## config.mk

```make
export PLATFORM = sky130hd
export DESIGN_NAME = cpu_control_unit
export DESIGN_NICKNAME = d
export VERILOG_FILES = /design/src/rtl/cpu_control_unit.sv
export SDC_FILE = /design/constraint.sdc
export NUM_CORES = 1
export LEC_CHECK = 0
export ABC_AREA = 1
export BUFFER_PORTS_ARGS = -buffer_cell sky130_fd_sc_hd__buf_4
export CAP_MARGIN = 20
export CORE_MARGIN = 2
export CORE_UTILIZATION = 52
export DETAILED_ROUTE_END_ITERATION = 16
export HOLD_SLACK_MARGIN = 0.08
export PLACE_DENSITY = 0.83
export SLEW_MARGIN = 30
export SYNTH_ARGS = -nofsm -noshare
export SYNTH_HDL_FRONTEND = slang
export SYNTH_SLANG_ARGS = --single-unit
```

## constraint.sdc

```tcl
create_clock -name clk -period 3.4 [get_ports clk]
set_input_delay 0.17 -clock clk [delete_from_list [all_inputs] [get_ports clk]]
set_output_delay 0.17 -clock clk [all_outputs]
set_load 0.03 [all_outputs]
```

## src/rtl/cpu_control_unit.sv

```systemverilog
// cpu_control_unit
//   Control FSM for the accumulator datapath (AR, PC, DR, IR, ACC, ALU).
//   It sequences fetch (F1-F3), decode (DEC) and a short execute phase, and
//   it is the only source of the datapath strobes. Memory reads and writes
//   stall in place until mem_ready.
//
// Ports
//   clk, rst_n       : clock (rising edge), asynchronous active-low reset
//   start            : one-cycle pulse; leaves IDLE/HALTED and starts a fetch
//   instr[OPW]       : opcode from IR[15:12], sampled in DEC
//   acc_zero         : ACC == 0, sampled in DEC for JMPZ/JPNZ
//   mem_ready        : memory finishes the current read/write this cycle
//   arload .. ac_inc : datapath load/increment/bus strobes
//   irbus, acbus     : drive IR[11:0] or ACC onto the bus
//   alusel[ALUW]     : ALU function, used only with ac_load
//   mem_read/write   : memory request, held until mem_ready
//   halted, busy     : status (HALTED / any state except IDLE and HALTED)
module cpu_control_unit #(
   parameter int OPW  = 4,
   parameter int ALUW = 3
) (
   input  logic            clk,
   input  logic            rst_n,
   input  logic            start,
   input  logic [OPW-1:0]  instr,
   input  logic            acc_zero,
   input  logic            mem_ready,
   output logic            arload,
   output logic            pcload,
   output logic            pcinc,
   output logic            pcbus,
   output logic            drload,
   output logic            drbus,
   output logic            membus,
   output logic            irload,
   output logic            ac_load,
   output logic            ac_inc,
   output logic            irbus,
   output logic            acbus,
   output logic [ALUW-1:0] alusel,
   output logic            mem_read,
   output logic            mem_write,
   output logic            halted,
   output logic            busy
);

   localparam logic [OPW-1:0] OP_LDAC = OPW'(4'h1);
   localparam logic [OPW-1:0] OP_STAC = OPW'(4'h2);
   localparam logic [OPW-1:0] OP_ADD  = OPW'(4'h3);
   localparam logic [OPW-1:0] OP_SUB  = OPW'(4'h4);
   localparam logic [OPW-1:0] OP_AND  = OPW'(4'h5);
   localparam logic [OPW-1:0] OP_OR   = OPW'(4'h6);
   localparam logic [OPW-1:0] OP_XOR  = OPW'(4'h7);
   localparam logic [OPW-1:0] OP_NOT  = OPW'(4'h8);
   localparam logic [OPW-1:0] OP_INAC = OPW'(4'h9);
   localparam logic [OPW-1:0] OP_CLAC = OPW'(4'hA);
   localparam logic [OPW-1:0] OP_JUMP = OPW'(4'hB);
   localparam logic [OPW-1:0] OP_JMPZ = OPW'(4'hC);
   localparam logic [OPW-1:0] OP_JPNZ = OPW'(4'hD);
   localparam logic [OPW-1:0] OP_HALT = OPW'(4'hF);

   localparam logic [ALUW-1:0] ALU_ADD  = ALUW'(3'b000);
   localparam logic [ALUW-1:0] ALU_SUB  = ALUW'(3'b001);
   localparam logic [ALUW-1:0] ALU_AND  = ALUW'(3'b010);
   localparam logic [ALUW-1:0] ALU_OR   = ALUW'(3'b011);
   localparam logic [ALUW-1:0] ALU_XOR  = ALUW'(3'b100);
   localparam logic [ALUW-1:0] ALU_NOT  = ALUW'(3'b101);
   localparam logic [ALUW-1:0] ALU_PASS = ALUW'(3'b110);
   localparam logic [ALUW-1:0] ALU_CLR  = ALUW'(3'b111);

   typedef enum logic [3:0] {
      S_IDLE, S_HALT, S_F1, S_F2, S_F3, S_DEC,
      S_M1, S_M2, S_M3,          // memory-operand ops (LDAC, ADD..XOR)
      S_S1, S_S2,                // STAC
      S_NOT, S_CLAC, S_INAC,     // single-cycle ACC ops
      S_JMP, S_NOJMP             // jump taken / conditional not taken
   } state_t;

   state_t         state_q, state_d;
   logic [OPW-1:0] op_q;   // opcode captured in DEC, needed again in M3

   always_ff @(posedge clk or negedge rst_n) begin
      if (!rst_n) begin
         state_q <= S_IDLE;
         op_q    <= '0;
      end else begin
         state_q <= state_d;
         if (state_q == S_DEC) op_q <= instr;
      end
   end

   always_comb begin
      state_d   = state_q;
      arload    = 1'b0;
      pcload    = 1'b0;
      pcinc     = 1'b0;
      pcbus     = 1'b0;
      drload    = 1'b0;
      drbus     = 1'b0;
      membus    = 1'b0;
      irload    = 1'b0;
      ac_load   = 1'b0;
      ac_inc    = 1'b0;
      irbus     = 1'b0;
      acbus     = 1'b0;
      alusel    = '0;
      mem_read  = 1'b0;
      mem_write = 1'b0;
      halted    = (state_q == S_HALT);
      busy      = (state_q != S_IDLE) && (state_q != S_HALT);
      unique case (state_q)
         S_IDLE, S_HALT: if (start) state_d = S_F1;
         S_F1: begin
            pcbus   = 1'b1;
            arload  = 1'b1;
            state_d = S_F2;
         end
         S_F2: begin
            mem_read = 1'b1;
            membus   = 1'b1;
            if (mem_ready) begin
               drload  = 1'b1;
               pcinc   = 1'b1;
               state_d = S_F3;
            end
         end
         S_F3: begin
            drbus   = 1'b1;
            irload  = 1'b1;
            state_d = S_DEC;
         end
         S_DEC: begin
            unique case (instr)
               OP_LDAC, OP_ADD, OP_SUB,
               OP_AND, OP_OR, OP_XOR: state_d = S_M1;
               OP_STAC:               state_d = S_S1;
               OP_NOT:                state_d = S_NOT;
               OP_INAC:               state_d = S_INAC;
               OP_CLAC:               state_d = S_CLAC;
               OP_JUMP:               state_d = S_JMP;
               OP_JMPZ:               state_d = acc_zero ? S_JMP : S_NOJMP;
               OP_JPNZ:               state_d = acc_zero ? S_NOJMP : S_JMP;
               OP_HALT:               state_d = S_HALT;
               default:               state_d = S_F1;   // NOP and reserved
            endcase
         end
         S_M1, S_S1: begin
            irbus   = 1'b1;
            arload  = 1'b1;
            state_d = (state_q == S_M1) ? S_M2 : S_S2;
         end
         S_M2: begin
            mem_read = 1'b1;
            membus   = 1'b1;
            if (mem_ready) begin
               drload  = 1'b1;
               state_d = S_M3;
            end
         end
         S_M3: begin
            ac_load = 1'b1;
            unique case (op_q)
               OP_ADD:  alusel = ALU_ADD;
               OP_SUB:  alusel = ALU_SUB;
               OP_AND:  alusel = ALU_AND;
               OP_OR:   alusel = ALU_OR;
               OP_XOR:  alusel = ALU_XOR;
               default: alusel = ALU_PASS;   // LDAC
            endcase
            state_d = S_F1;
         end
         S_S2: begin
            acbus     = 1'b1;
            mem_write = 1'b1;
            if (mem_ready) state_d = S_F1;
         end
         S_NOT: begin
            ac_load = 1'b1;
            alusel  = ALU_NOT;
            state_d = S_F1;
         end
         S_CLAC: begin
            ac_load = 1'b1;
            alusel  = ALU_CLR;
            state_d = S_F1;
         end
         S_INAC: begin
            ac_inc  = 1'b1;
            state_d = S_F1;
         end
         S_JMP: begin
            irbus   = 1'b1;
            pcload  = 1'b1;
            state_d = S_F1;
         end
         S_NOJMP: state_d = S_F1;
         default: state_d = S_IDLE;
      endcase
   end

endmodule

```

==> reports/qor.txt <==
Synth Register Bits: 8
Die ar.: 1890 µm²
wire per inst: 10.9 µm
I/O pins: 28
RSZ-0062 raised after global routing: no
first-pass GRT wire length: 3.48 mm
Post-Route Skew: 0.00117 ns
YS warnings: 0
pwr/cell area: 863 nW/µm²
Via density: 5.06
Reg clk slew, reported paths: 0.06 ns
fin. max-slew vios: 0
Worst Setup Start Kind: register
DP Wirelength: 1.70 mm
min Tclk post-route: 1.69 ns
Yosys top cell area share: 24.8%
final worst-path setup slack: 1.71 ns
min-delay worst type: in -> reg
fill count: 152
DR vias: 941
Starting Density: 54.3%
WS Path Type: reg -> out
ys flop type: dfrtp_1
Synth area leader: dfrtp_1
root buf cell: clkbuf_4
hold slack: 0.164 ns
Avg Inst Size Synth: 5.65 µm²
grt total ovfl: 0
Num CTS Buffers: 3
final worst-path cycle share: 49.8%
Worst slew margin: 81.9%
Netlist Area Pre-Place: 808 µm²
static leakage: 0.582 nW
Buffers on Ports: 27
share of cells above drive strength 1: 27.6%
Synth async-reset ratio: 100%
Worst IR Drop VDD: 0.000339 V
gpl congestion: 0.940
CP max stage delay: 0.43 ns
fmax: 0.590 GHz
Worst path slowest cell: dfrtp_1
worst path cell trace: inv_2 -> nor2_2 -> inv_2 -> nor2_4 -> inv_2 -> a21oi_2 -> o31ai_1 -> nand2_1 -> buf_4
Final Core Density: 69.4%
clock buffer depth: 2
non-filler cells in the finished layout: 186
vias in the first global route: 846
Setup Buffers After CTS: 0
TritonCTS clock tree: done
Placed Area: 1000 µm²
Crit. End Element: output port
Post-synth EDFFs: 0
Place WS: 1.99 ns
Least-Margin Pin Slew: 0.271 ns
DRC: 0
part of the Yosys area used for sequential elements: 24.8%
Worst Path Arrival: 1.52 ns
crit-path most repeated cell: inv_2
post-synth net total: 152
antenna-violating nets left: 0
Core Area: 1490 µm²
max_cap viols: 0
die width: 43.4 µm
top-count cell post-synth: nand2_1
# diodes: 0
pin count of the biggest net entering global routing: 13
NumNets Final: 181
final setup fails: 0
die height: 43.4 µm
final setup TNS: 0 ns
Finished Cell Area: 1030 µm²
antenna violations before repair: 0
largest cells by area after synthesis: dfrtp_1, nand2_1, nor2_1, inv_1, nand2_2
Routed WL: 2.03 mm
DRT iter0 DRCs: 14
CTS sink cnt: 8
# rows: 14
power consumption: 892 µW
Worst EP required: 3.23 ns
crit-path max FO: 5
First-pass DRT Iterations: 4
Overall Global Routing Usage: 24.4%
Reg area: 200 µm²
Synth top cells by count: nand2_1, nor2_1, inv_1
# H-tree levels: 1
placed cells: 182
Synth cell types: 18
area grow syn2layout: 27.9%
status: completed
multi-input logic area: 484 µm²
Hold Fails Final Rpt: 0
insertion delay to the later sink of the worst-skew pair: 0.26 ns
Synth Instances: 143
==> cell families (layout without fill, tap and decap cells) <==
| kind of cell | after synthesis | after routing | synth area share (%) |
|---|---|---|---|
| buffers and inverters | 29 | 56 | 15.3 |
| AOI/OAI and AO/OA | 17 | 17 | 12.5 |
| DFF | 8 | 8 | 24.8 |
| and+or+nand+nor | 89 | 89 | 47.4 |
==> placed cells by master, fill, tap and decap left out, types with 2 or more instances in the layout <==
| master | instances |
|---|---|
| inv_2 | 3 |
| nand3_1 | 5 |
| nand2_2 | 6 |
| a21oi_1 | 4 |
| nor2_1 | 31 |
| o21ai_0 | 7 |
| nor2_4 | 2 |
| nor2_2 | 4 |
| a21oi_2 | 2 |
| buf_4 | 27 |
| nand2_1 | 40 |
| dfrtp_1 | 8 |
| inv_1 | 22 |
| clkbuf_4 | 3 |
==> worst max-delay path, delay by kind of cell, from the launching register on <==
kind	cells	cell delay (ns)
buffers and inverters	4	0.37
flip-flops	1	0.43
AND/OR/NAND/NOR	3	0.31
AO/OA/AOI/OAI	2	0.17
==> layout make-up <==
type	instances	share of cell area [%]
Clock buffer	3	2.18
Inverter	25	9.08
Multi-Input combinational cell	106	46.9
Sequential cell	8	19.4
Tap cell	16	1.94
Timing Repair Buffer	28	20.6
==> path summary, 6_finish.rpt <==
| check | slack, ns | endpoint | from | cells after the start |
|---|---|---|---|---|
| worst max register to register | 2.06 | state_q[2] | state_q[2] | 8 |
| worst min-delay path | 0.16 | state_q[1] | start | 3 |
| worst max-delay path | 1.71 | alusel[2] | state_q[3] | 9 |
| min in group asynchronous | 0.28 | state_q[0] | rst_n | 2 |
| max in group asynchronous | 3.00 | state_q[1] | rst_n | 2 |
| worst min register to register | 0.57 | op_q[0] | op_q[0] | 2 |
==> power breakdown <==
group          switching [mW]  internal (mW)
Sequential             0.0473          0.142
Clock                  0.0340         0.0405
Combinational           0.423          0.206
==> sequential cells by signal, indices dropped and copies added, names as in the netlist <==
signal,flops
op_q,4
state_q,4
==> what timing repair did <==
| action | 4_1_cts | 5_1_grt |
|---|---|---|
| endpoints found under the hold margin | 8 | 0 |
| resized for setup | 0 | 0 |
| setup endpoints to repair | 0 | 0 |
| hold buffers | 1 | 0 |
==> per-layer routing <==
layer,vias up,share of wire (%),global-route usage (%),wire (µm)
li1,488,-,-,-
met1,421,41,29.0,829
met2,24,53,43.3,1080
met3,8,2.9,1.25,59
met4,0,2.8,13.9,57
met5,-,0,0,0
Power figures use the tool's default switching activity.
